[src/rtl/sensor_bus_pkg.sv]
// sensor_bus_pkg: shared state type, defaults and SPI byte-handshake constants for the sensor bus
package sensor_bus_pkg;
    typedef enum logic [2:0] {ST_IDLE, ST_GRANT, ST_BUSY, ST_DONE, ST_GAP} state_t;
    localparam int NUM_REQ_DEF = 2;
    localparam int SPI_BYTE_W = 8;
    localparam int CNT_W = 24;
    localparam logic [CNT_W-1:0] TIMEOUT_DEF = 24'hFFFFFF;
    localparam logic [11:0] SS_GAP_DEF = 12'hFFF;
    function automatic int idx_w(input int n);
        return (n > 1) ? $clog2(n) : 1;
    endfunction
endpackage

[src/rtl/spi_bus_arbiter_if.sv]
// spi_bus_arbiter_if: requester-side and SPI-master-side signals of the shared sensor bus
interface spi_bus_arbiter_if
    import sensor_bus_pkg::*;
#(
    parameter int NUM_REQ = NUM_REQ_DEF
);
    localparam int IW = idx_w(NUM_REQ);
    logic [NUM_REQ-1:0]            req;
    logic [NUM_REQ-1:0]            begin_in;
    logic [SPI_BYTE_W*NUM_REQ-1:0] send_data_in;
    logic [NUM_REQ-1:0]            gnt;
    logic [NUM_REQ-1:0]            end_out;
    logic [SPI_BYTE_W-1:0]         recieved_data_out;
    logic                          begin_transmission;
    logic [SPI_BYTE_W-1:0]         send_data;
    logic                          end_transmission;
    logic [SPI_BYTE_W-1:0]         recieved_data;
    logic [NUM_REQ-1:0]            ss_n;
    logic                          timeout_err;
    logic [IW-1:0]                 err_id;
    // slave is the arbiter's view; master is the surrounding sensor FSMs and SPI master
    modport slave (
        input  req, begin_in, send_data_in, end_transmission, recieved_data,
        output gnt, end_out, recieved_data_out, begin_transmission, send_data, ss_n, timeout_err, err_id
    );
    modport master (
        output req, begin_in, send_data_in, end_transmission, recieved_data,
        input  gnt, end_out, recieved_data_out, begin_transmission, send_data, ss_n, timeout_err, err_id
    );
endinterface

[src/rtl/rr_picker.sv]
// rr_picker: round-robin priority encoder, first set request at or after ptr with wrap-around
module rr_picker
    import sensor_bus_pkg::*;
#(
    parameter int N  = NUM_REQ_DEF,
    parameter int IW = idx_w(N)
) (
    input  logic [N-1:0]  i_req,
    input  logic [IW-1:0] i_ptr,
    output logic [N-1:0]  o_onehot,
    output logic [IW-1:0] o_index,
    output logic          o_any
);
    function automatic logic [IW-1:0] rot(input logic [IW-1:0] p, input int k);
        return IW'((int'(p) + k) % N);
    endfunction

    // scan from the farthest offset down so the nearest hit to ptr wins
    always_comb begin
        o_onehot = '0;
        o_index  = '0;
        o_any    = |i_req;
        for (int k = N - 1; k >= 0; k--) begin
            if (i_req[rot(i_ptr, k)]) begin
                o_index  = rot(i_ptr, k);
                o_onehot = N'(1) << rot(i_ptr, k);
            end
        end
    end
endmodule

[src/rtl/spi_bus_arbiter.sv]
// spi_bus_arbiter: round-robin sharing of one byte-level SPI master between sensor FSMs
module spi_bus_arbiter
    import sensor_bus_pkg::*;
#(
    parameter int               NUM_REQ = NUM_REQ_DEF,
    parameter logic [CNT_W-1:0] TIMEOUT = TIMEOUT_DEF,
    parameter logic [11:0]      SS_GAP  = SS_GAP_DEF
) (
    input logic              clk,
    input logic              rst,
    spi_bus_arbiter_if.slave bus
);
    localparam int IW = idx_w(NUM_REQ);

    state_t                r_state, w_state_nxt;
    logic [IW-1:0]         r_ptr, w_ptr_nxt, r_g, w_g_nxt, r_err_id, w_err_id_nxt, w_pick_idx;
    logic [CNT_W-1:0]      r_cnt, w_cnt_nxt, w_cnt_inc;
    logic [NUM_REQ-1:0]    r_gnt, w_gnt_nxt, r_ss_n, w_ss_n_nxt, r_end, w_end_nxt, w_pick_oh;
    logic [SPI_BYTE_W-1:0] r_rdata, w_rdata_nxt, r_sdata, w_sdata_nxt, w_sel_byte;
    logic                  r_begin, w_begin_nxt, r_terr, w_terr_nxt;
    logic                  w_pick_any, w_req_g, w_begin_g, w_time_up, w_gap_up;

    rr_picker #(.N(NUM_REQ), .IW(IW)) u_pick (
        .i_req   (bus.req),
        .i_ptr   (r_ptr),
        .o_onehot(w_pick_oh),
        .o_index (w_pick_idx),
        .o_any   (w_pick_any)
    );

    assign w_req_g   = bus.req[r_g];
    assign w_begin_g = bus.begin_in[r_g];
    assign w_cnt_inc = r_cnt + CNT_W'(1);
    assign w_time_up = w_cnt_inc >= TIMEOUT;
    assign w_gap_up  = w_cnt_inc >= CNT_W'(SS_GAP);

    assign bus.gnt                = r_gnt;
    assign bus.ss_n               = r_ss_n;
    assign bus.end_out            = r_end;
    assign bus.recieved_data_out  = r_rdata;
    assign bus.begin_transmission = r_begin;
    assign bus.send_data          = r_sdata;
    assign bus.timeout_err        = r_terr;
    assign bus.err_id             = r_err_id;

    // byte offered by the currently granted requester; others are ignored
    always_comb begin
        w_sel_byte = '0;
        for (int i = 0; i < NUM_REQ; i++)
            w_sel_byte = (r_g == IW'(i)) ? bus.send_data_in[i*SPI_BYTE_W +: SPI_BYTE_W] : w_sel_byte;
    end

    // state and registered outputs; a low rst abandons any byte in flight
    always_ff @(posedge clk) begin
        if (!rst) begin
            r_state  <= ST_IDLE;
            r_ptr    <= '0;
            r_g      <= '0;
            r_cnt    <= '0;
            r_gnt    <= '0;
            r_ss_n   <= '1;
            r_end    <= '0;
            r_rdata  <= '0;
            r_sdata  <= '0;
            r_begin  <= 1'b0;
            r_terr   <= 1'b0;
            r_err_id <= '0;
        end else begin
            r_state  <= w_state_nxt;
            r_ptr    <= w_ptr_nxt;
            r_g      <= w_g_nxt;
            r_cnt    <= w_cnt_nxt;
            r_gnt    <= w_gnt_nxt;
            r_ss_n   <= w_ss_n_nxt;
            r_end    <= w_end_nxt;
            r_rdata  <= w_rdata_nxt;
            r_sdata  <= w_sdata_nxt;
            r_begin  <= w_begin_nxt;
            r_terr   <= w_terr_nxt;
            r_err_id <= w_err_id_nxt;
        end
    end

    // next state: a dropped req beats begin_in, a finished byte beats the timeout
    always_comb begin
        w_state_nxt = r_state;
        case (r_state)
            ST_IDLE:  w_state_nxt = w_pick_any ? ST_GRANT : ST_IDLE;
            ST_GRANT: w_state_nxt = !w_req_g ? ST_GAP : (w_begin_g ? ST_BUSY : ST_GRANT);
            ST_BUSY:  w_state_nxt = bus.end_transmission ? ST_DONE : (w_time_up ? ST_GAP : ST_BUSY);
            ST_DONE:  w_state_nxt = ST_GRANT;
            ST_GAP:   w_state_nxt = w_gap_up ? ST_IDLE : ST_GAP;
            default:  w_state_nxt = ST_IDLE;
        endcase
    end

    // next values of grant, slave selects, byte handshake, error report and the shared counter
    always_comb begin
        w_gnt_nxt    = r_gnt;
        w_ss_n_nxt   = r_ss_n;
        w_g_nxt      = r_g;
        w_ptr_nxt    = r_ptr;
        w_cnt_nxt    = r_cnt;
        w_sdata_nxt  = r_sdata;
        w_begin_nxt  = r_begin;
        w_rdata_nxt  = r_rdata;
        w_end_nxt    = '0;
        w_terr_nxt   = 1'b0;
        w_err_id_nxt = r_err_id;
        case (r_state)
            ST_IDLE: if (w_pick_any) begin
                w_gnt_nxt  = w_pick_oh;
                w_ss_n_nxt = ~w_pick_oh;
                w_g_nxt    = w_pick_idx;
                w_ptr_nxt  = (w_pick_idx == IW'(NUM_REQ - 1)) ? '0 : w_pick_idx + IW'(1);
            end
            ST_GRANT: if (!w_req_g) begin
                w_gnt_nxt  = '0;
                w_ss_n_nxt = '1;
                w_cnt_nxt  = '0;
            end else if (w_begin_g) begin
                w_sdata_nxt = w_sel_byte;
                w_begin_nxt = 1'b1;
                w_cnt_nxt   = '0;
            end
            ST_BUSY: if (bus.end_transmission) begin
                w_rdata_nxt = bus.recieved_data;
                w_end_nxt   = r_gnt;
                w_begin_nxt = 1'b0;
            end else if (w_time_up) begin
                w_terr_nxt   = 1'b1;
                w_err_id_nxt = r_g;
                w_begin_nxt  = 1'b0;
                w_gnt_nxt    = '0;
                w_ss_n_nxt   = '1;
                w_cnt_nxt    = '0;
            end else begin
                w_cnt_nxt = w_cnt_inc;
            end
            ST_GAP: w_cnt_nxt = w_cnt_inc;
            default: ;
        endcase
    end
endmodule

[src/flat_wrapper.sv]
// flat-port wrapper written by rule: the top's interface ports become plain ports
module spi_bus_arbiter_flat import sensor_bus_pkg::*;
#(
    parameter int               NUM_REQ = NUM_REQ_DEF,
    parameter logic [CNT_W-1:0] TIMEOUT = TIMEOUT_DEF,
    parameter logic [11:0]      SS_GAP  = SS_GAP_DEF
)
  (clk, rst, bus_req, bus_begin_in, bus_send_data_in, bus_end_transmission, bus_recieved_data, bus_gnt, bus_end_out, bus_recieved_data_out, bus_begin_transmission, bus_send_data, bus_ss_n, bus_timeout_err, bus_err_id);
  spi_bus_arbiter_if #(.NUM_REQ(NUM_REQ)) bus_i ();
  input logic clk;
  input logic rst;
  input wire logic [$bits(bus_i.req)-1:0] bus_req;
  input wire logic [$bits(bus_i.begin_in)-1:0] bus_begin_in;
  input wire logic [$bits(bus_i.send_data_in)-1:0] bus_send_data_in;
  input wire logic [$bits(bus_i.end_transmission)-1:0] bus_end_transmission;
  input wire logic [$bits(bus_i.recieved_data)-1:0] bus_recieved_data;
  output wire logic [$bits(bus_i.gnt)-1:0] bus_gnt;
  output wire logic [$bits(bus_i.end_out)-1:0] bus_end_out;
  output wire logic [$bits(bus_i.recieved_data_out)-1:0] bus_recieved_data_out;
  output wire logic [$bits(bus_i.begin_transmission)-1:0] bus_begin_transmission;
  output wire logic [$bits(bus_i.send_data)-1:0] bus_send_data;
  output wire logic [$bits(bus_i.ss_n)-1:0] bus_ss_n;
  output wire logic [$bits(bus_i.timeout_err)-1:0] bus_timeout_err;
  output wire logic [$bits(bus_i.err_id)-1:0] bus_err_id;
  assign bus_i.req = bus_req;
  assign bus_i.begin_in = bus_begin_in;
  assign bus_i.send_data_in = bus_send_data_in;
  assign bus_i.end_transmission = bus_end_transmission;
  assign bus_i.recieved_data = bus_recieved_data;
  assign bus_gnt = bus_i.gnt;
  assign bus_end_out = bus_i.end_out;
  assign bus_recieved_data_out = bus_i.recieved_data_out;
  assign bus_begin_transmission = bus_i.begin_transmission;
  assign bus_send_data = bus_i.send_data;
  assign bus_ss_n = bus_i.ss_n;
  assign bus_timeout_err = bus_i.timeout_err;
  assign bus_err_id = bus_i.err_id;
  spi_bus_arbiter #(.NUM_REQ(NUM_REQ), .TIMEOUT(TIMEOUT), .SS_GAP(SS_GAP)) u_core (.clk(clk), .rst(rst), .bus(bus_i));
endmodule
[config.mk]
export PLATFORM = sky130hd
export DESIGN_NAME = spi_bus_arbiter_flat
export DESIGN_NICKNAME = d
export VERILOG_FILES = /design/src/rtl/sensor_bus_pkg.sv /design/src/rtl/spi_bus_arbiter_if.sv /design/src/rtl/rr_picker.sv /design/src/rtl/spi_bus_arbiter.sv /design/src/flat_wrapper.sv
export SDC_FILE = /design/constraint.sdc
export NUM_CORES = 1
export LEC_CHECK = 0
export ABC_AREA = 1
export BUFFER_PORTS_ARGS = -buffer_cell sky130_fd_sc_hd__clkbuf_2
export CORE_MARGIN = 2
export CORE_UTILIZATION = 50
export DETAILED_ROUTE_END_ITERATION = 8
export GPL_TIMING_DRIVEN = 0
export PLACE_DENSITY = 0.77
export SYNTH_ARGS = -nofsm -noshare
export SYNTH_HDL_FRONTEND = slang
export SYNTH_SLANG_ARGS = --single-unit
[constraint.sdc]
create_clock -name clk -period 2 [get_ports clk]
set_input_delay 0.4 -clock clk [delete_from_list [all_inputs] [get_ports clk]]
set_output_delay 0.4 -clock clk [all_outputs]
set_load 0.1 [all_outputs]
==> results of run 1 <==
## sequential cells by signal (all words and copies together), names as in the netlist, 2 cells and up
name / cells
u_core.bus.send_data: 8
u_core.bus.recieved_data_out: 8
u_core.bus.gnt: 2
u_core.r_state: 3
u_core.bus.end_out: 2
u_core.bus.ss_n: 2
u_core.r_cnt: 24
## power by group through the flow
stage / combinational [mW] / clock [mW] / sequential, mW
after global placement: 3.10 / 0 / 1.74
final: 3.51 / 0.744 / 1.76
after global routing: 3.80 / 0.803 / 1.81
after floorplan: 1.72 / 0 / 2.57
after detailed placement: 3.16 / 0 / 1.75
after CTS: 3.47 / 0.755 / 1.74
## logic make-up (layout without fill, tap and decap cells)
family,count (synthesis),after routing
flops,54,54
mux,10,10
xor+xnor,10,10
compound gates,56,56
simple gates,261,261
fa+ha+maj,2,2
buf+inv,47,125
## synthesized netlist by cell type, drive strengths merged
master | n | area [µm²]
mux2 | 8 | 90.1
a21oi | 18 | 93.8
and3 | 1 | 6.26
nand2 | 131 | 534
a41oi | 1 | 8.76
dfxtp | 54 | 1080
nand3 | 33 | 183
o21bai | 1 | 7.51
xnor2 | 2 | 17.5
xor2 | 8 | 70.1
clkbuf | 9 | 33.8
nor2 | 86 | 430
a31oi | 2 | 12.5
a311oi | 1 | 8.76
and2 | 1 | 6.26
inv | 34 | 128
nor3 | 2 | 15.0
clkinv | 1 | 3.75
buf | 3 | 45.0
o21ai | 32 | 160
a211oi | 1 | 7.51
mux2i | 2 | 20.0
nand4 | 4 | 25.0
nor3b | 3 | 22.5
ha | 2 | 25.0
## stage by stage
step,utilization (%),power [mW],setup TNS [ns],hold WS [ns]
6_report,64.9,6.02,-6.55,0.332
5_1_grt,64.9,6.41,-10.96,0.351
4_1_cts,64.1,5.97,-5.04,0.332
3_5_place_dp,58.1,4.91,-8.65,0.448
3_3_place_gp,58.1,4.84,-6.52,0.443
2_1_floorplan,-,4.29,0,0.477
## tightest hold or removal path, stage by stage
cell      delay [ns]
clkbuf_2        0.07
o21ai_0         0.07
nor2_1          0.08
## cell type report
type                            instances  area (µm²)  share of cell area (%)
Buffer                                 12        80.1                    2.10
Clock buffer                            6        72.6                    1.90
Clock inverter                          2        37.5                   0.982
Inverter                               35         133                    3.47
Multi-Input combinational cell        339        1880                    49.2
Sequential cell                        54        1100                    28.7
Tap cell                               75        93.8                    2.46
Timing Repair Buffer                   70         428                    11.2
## how the worst max path moves through the flow
stage                            startpoint                       endpoint  slack [ns]  depth (start not counted)
2_1_floorplan  u_core.r_cnt[1]$_SDFFE_PN0P_   u_core.r_cnt[1]$_SDFFE_PN0P_        0.02                         17
3_3_place_gp   u_core.r_cnt[1]$_SDFFE_PN0P_   u_core.r_cnt[1]$_SDFFE_PN0P_       -0.27                         17
3_5_place_dp   u_core.r_cnt[1]$_SDFFE_PN0P_  u_core.r_cnt[12]$_SDFFE_PN0P_       -0.35                         17
4_1_cts        u_core.r_cnt[1]$_SDFFE_PN0P_   u_core.r_cnt[6]$_SDFFE_PN0P_       -0.21                         18
5_1_grt        u_core.r_cnt[0]$_SDFFE_PN0P_   u_core.r_cnt[3]$_SDFFE_PN0P_       -0.40                         17
6_report       u_core.r_cnt[1]$_SDFFE_PN0P_   u_core.r_cnt[3]$_SDFFE_PN0P_       -0.27                         17
## repair_timing
| item | 4_1_cts | 5_1_grt |
|---|---|---|
| buffers inserted | 15 | 1 |
| setup endpoints to repair | 40 | 33 |
| gates cloned | 2 | 0 |
| pin swaps | 17 | 9 |
| resized for setup | 25 | 23 |
## metal layers
layer	routed length, µm	share of wire [%]	GRT usage (%)
met1	3360	43	31.3
met4	148	1.9	8.50
met2	3810	49	40.1
met5	0	0	0
met3	417	5.4	3.74
## cell usage in the layout (no fill, tap or decap), types with 11 or more instances in the layout
master / instances
a21oi_1: 17
buf_4: 11
clkbuf_2: 56
dfxtp_1: 44
inv_1: 31
nand2_1: 115
nand3_1: 27
nor2_1: 48
nor2_2: 29
o21ai_0: 30
==> results.yml, run 1 <==
synthesis:
  post_synth.cell_area_avg_um2: 6.90
  synth-compound-area-share_pct: 9.85
  synth_seq_area_share_pct: 35.6
  yosys.area_share.adder_pct: 0.824
  synth_seq_cells: 54
  synthXorXnorAreaFrac_pct: 2.89
  synthCells: 440
  synth_top_family_by_area: "simple AND/OR/NAND/NOR gates"
  ys_types: 35
  netlist_area_um2: 3040
  ys_warn_count: 0
  synth_fp_nets: 473
  yosys.area_share.simple_pct: 40.3
  synth.mux.area_fraction_pct: 3.63
die:
  fp.dieH_um: 81.9
  die_width_um: 81.9
  core_um2: 5890
  pin_count: 56
  dieArea_um2: 6710
  rows: 28
  start_util_pct: 51.6
cells_and_area:
  fin_area_um2: 3820
  area_growth_pct: 25.9
  drive_gt1_share_pct: 32.4
  num_antenna_cells: 0
  fin_cells: 593
  fill_cells: 515
  finalNetCount: 550
timing:
  layout_setup_ws_ns: -0.269
  hold_violations: 0
  setup_violations: 33
  min_period_ns: 2.27
  worstMarginPinSlew_ns: 0.649
  fin_skew_ns: 0.0108
  fmax_mhz: 441
  period_share_pct: 113
  slew_violations: 0
  slew_headroom_pct: 56.4
  rsz0062_at_grt: "yes"
worst_setup_path:
  worstPathMaxFanout: 5
  rrSetupSlack_ns: -0.27
  crit_top_cell: "nand2_1"
  crit_family: "simple AND/OR/NAND/NOR gates"
  cp-end-kind: "flop"
  worst_ep_required_time_ns: 2.20
  crit_chain: "ha_4, nand2_4, nor2_4, buf_4, nand2_1, nand2_1, nand2_1, nor2_2, nand2_2, nor2_4, nand2_2, nand2_4, nand3_4, nand2_8, buf_12, buf_12, nor2_2"
  ff2ff_path_depth: 17
  cp-start-kind: "flop"
  slowest_delay_ns: 0.38
  crit_arrival_ns: 2.47
  r2r-start: "u_core.r_cnt[1]$_SDFFE_PN0P_"
  critical_path_class: "flop to flop"
  worst_path_max_delay_cell: "dfxtp_4"
  crit_buf_inv: 3
  reg2reg_to: "u_core.r_cnt[3]$_SDFFE_PN0P_"
grt:
  grt_pass1_wl_mm: 12.5
  grt_overflow: 0
  grt_pass1_vias: 2771
  grt_max_degree: 17
  antenna_found_initial: 0
  grtUsageTotal_pct: 24.0
placement:
  pre_cts_ws_ns: -0.346
  io_buffers: 55
  placedInstanceArea_um2: 3420
  post-place-cells: 570
  place_congestion: 0.941
  dpl.hpwl_mm: 5.37
clock_network:
  postCtsHoldBufs: 0
  clockBufferDepth: 2
  cts_root_buffer: "clkbuf_8"
  cts_tree: "built"
  clk_pin_slew_worst_paths_ns: 0.10
  numCtsBuffers: 5
  clock-sinks: 54
  ctsHtreeMaxLevel: 2
  clock_latency_ns: 0.32
detailed_routing:
  detail_route.wl_per_cell_um: 13.0
  vias: 3082
  dr.pass1.iters: 5
  vias_per_cell: 5.20
  drtIter0Drc: 162
  wl_mm: 7.73
  final_antenna_net_count: 0
  drc: 0
power_and_ir_drop:
  clkPwrFrac_pct: 12.4
  p_sw_share_pct: 52.7
  ir_worst_vdd_uv: 1160
  p_int_mw: 2.85
  power.leakage_nw: 1.62
  p_seq_share_pct: 29.3
  p_switching_mw: 3.17
  powerDensity_nw_per_um2: 1580
  pwr-share-comb_pct: 58.4
status:
  outcome: "finished with violations"
  violations: "negative setup slack"
worst_hold_path:
  hold_class: "input port to flop"
  min_to: "u_core.bus.recieved_data_out[4]$_SDFFE_PN0P_"
  holdPathStages: 3
  hold_start: "bus_recieved_data[4]"
job:
  drv_cap: 0
No activity file was read; power rests on OpenSTA's default activity.
==> run 2, diff against run 1 <==
Settings changed: CORE_MARGIN 2 to unset.
==> run 2 against run 1 <==
Against the previous run: the run still ends with negative setup slack left; clock power barely moved; first-iteration DRC count up 20%; global-route usage increased by 0.40 points; clock skew shrank 0.00067 ns; routed wire length decreased by 3.3%; worst hold slack worse by 0.013 ns; worst setup slack improved by 0.058 ns; critical path type unchanged; critical endpoint is now u_core.r_cnt[5]$_SDFFE_PN0P_; largest power group unchanged.
==> results.yml, run 2 (synthesized netlist as in run 1, its figures left out) <==
placement:
  place_congestion: 0.958
  pre_cts_ws_ns: -0.324
  io_buffers: 55
  dpl.hpwl_mm: 5.23
clock_network:
  clockBufferDepth: 2
  cts_root_buffer: "clkbuf_8"
  clk_pin_slew_worst_paths_ns: 0.11
  numCtsBuffers: 5
  clock_latency_ns: 0.32
  postCtsHoldBufs: 0
  clock-sinks: 54
  ctsHtreeMaxLevel: 2
  cts_tree: "built"
power_and_ir_drop:
  powerDensity_nw_per_um2: 1550
  p_sw_share_pct: 53.2
  power.leakage_nw: 1.69
  p_seq_share_pct: 29.7
  power_mw: 5.96
  p_int_mw: 2.79
  clkPwrFrac_pct: 12.4
  p_switching_mw: 3.17
  pwr-share-comb_pct: 57.9
  ir_worst_vdd_uv: 1160
cells_and_area:
  final_cell_mix: "nand2_1 (114), clkbuf_2 (57), nor2_1 (54), dfxtp_1 (43), o21ai_0 (32)"
  drive_gt1_share_pct: 32.1
  top_register: "u_core.r_cnt"
  area_growth_pct: 26.7
  layout_commonest_cell: "nand2_1"
  post-route-util_pct: 65.3
  num_antenna_cells: 0
  largest_reg_flops: 24
  finalNetCount: 555
detailed_routing:
  wl_mm: 7.48
  vias_per_cell: 5.09
  final_antenna_net_count: 0
  drtIter0Drc: 194
  detail_route.wl_per_cell_um: 12.5
  vias: 3043
  drc: 0
  dr.pass1.iters: 4
worst_setup_path:
  rrSetupSlack_ns: -0.21
  worstPathMaxFanout: 6
  worst_path_max_delay_cell: "dfxtp_4"
  cp-end-kind: "flop"
  ff2ff_path_depth: 14
  slowest_delay_ns: 0.39
  critical_path_class: "flop to flop"
  cp-start-kind: "flop"
  reg2reg_to: "u_core.r_cnt[5]$_SDFFE_PN0P_"
  crit_chain: "ha_4, nand2_4, nor2_4, nand3_1, xor2_2, nor2_1, nand2_1, nor2_4, nand2_4, nand2_4, nand3_4, nand2_8, clkbuf_16, nor2_2"
  worst_ep_required_time_ns: 2.21
  r2r-start: "u_core.r_cnt[1]$_SDFFE_PN0P_"
  crit_arrival_ns: 2.43
  crit_top_cell: "nand2_4"
timing:
  fmax_mhz: 452
  worstMarginPinSlew_ns: 0.872
  setup_violations: 32
  hold_violations: 0
  layout_setup_ws_ns: -0.211
  slew_headroom_pct: 41.5
  rsz0062_at_grt: "yes"
  slew_violations: 0
  setup_tns_ns: -4.94
  fin_skew_ns: 0.0101
  period_share_pct: 111
  min_period_ns: 2.21
job:
  drv_cap: 0
grt:
  grt_pass1_wl_mm: 12.1
  grt_overflow: 0
  grt_pass1_vias: 2751
  grt_max_degree: 19
  antenna_found_initial: 0
  grtUsageTotal_pct: 24.4
die:
  fp.dieH_um: 79.9
  rows: 28
  start_util_pct: 51.6
  dieArea_um2: 6390
  pin_count: 56
  die_width_um: 79.9
  core_um2: 5890
worst_hold_path:
  min_to: "u_core.bus.recieved_data_out[2]$_SDFFE_PN0P_"
  hold_start: "bus_recieved_data[2]"
  hold_class: "input port to flop"
  holdPathStages: 3
status:
  outcome: "finished with violations"
  violations: "negative setup slack"
-- run 2: layout make-up --
class / count / area [µm²]
clock inverters: 2 / 17.5
fillers: 495 / 2040
well taps: 75 / 93.8
plain buffers: 12 / 81.3
multi-input cells: 339 / 1870
flip-flops and latches: 54 / 1100
inverters: 35 / 133
clock buffers: 6 / 93.8
repair buffers: 75 / 459
-- run 2: what timing repair did --
action,4_1_cts,5_1_grt
setup endpoints to repair,39,39
buffers inserted,15,4
pin swaps,7,3
cloned,0,1
resized for setup,13,30
-- run 2: per-layer routing --
metal	wire [µm]	part of all wire (%)	GRT usage, %	up-vias
met5	0	0	0	-
met4	173	2.3	9.11	0
met2	3470	46	39.7	85
met3	401	5.4	5.94	14
li1	-	-	-	1577
met1	3440	46	31.0	1367
-- run 2: worst max path at each step --
stage / start / to / slack [ns]
global placement: u_core.r_cnt[1]$_SDFFE_PN0P_ / u_core.r_cnt[3]$_SDFFE_PN0P_ / -0.27
CTS: u_core.r_cnt[1]$_SDFFE_PN0P_ / u_core.r_cnt[1]$_SDFFE_PN0P_ / -0.17
global route: u_core.r_cnt[1]$_SDFFE_PN0P_ / u_core.r_cnt[15]$_SDFFE_PN0P_ / -0.34
floorplan: u_core.r_cnt[1]$_SDFFE_PN0P_ / u_core.r_cnt[1]$_SDFFE_PN0P_ / 0.02
finish: u_core.r_cnt[1]$_SDFFE_PN0P_ / u_core.r_cnt[5]$_SDFFE_PN0P_ / -0.21
detailed placement: u_core.r_cnt[1]$_SDFFE_PN0P_ / u_core.r_cnt[13]$_SDFFE_PN0P_ / -0.32
-- run 2: metrics by stage --
| step | hold slack (ns) | instances | cell area (µm²) |
|---|---|---|---|
| finish | 0.319 | 598 | 3850 |
| detailed placement | 0.451 | 570 | 3420 |
| global route | 0.336 | 598 | 3850 |
| floorplan | 0.477 | 440 | 3050 |
| CTS | 0.320 | 593 | 3710 |
| global placement | 0.443 | 570 | 3420 |
-- run 2: worst max-delay path, delay by kind of cell, from the launching register on --
kind / cells / cell delay (ns)
AND/OR/NAND/NOR: 11 / 1.20
XOR/XNOR: 1 / 0.20
flip-flops: 1 / 0.39
buffers and inverters: 1 / 0.15
adder cells (fa/ha/maj): 1 / 0.15
-- run 2: power groups by stage --
stage / registers [mW] / logic, mW / clock network [mW]
2_1_floorplan: 2.57 / 1.72 / 0
3_3_place_gp: 1.74 / 3.10 / 0
3_5_place_dp: 1.75 / 3.14 / 0
4_1_cts: 1.74 / 3.28 / 0.748
5_1_grt: 1.82 / 3.77 / 0.790
6_report: 1.77 / 3.45 / 0.741
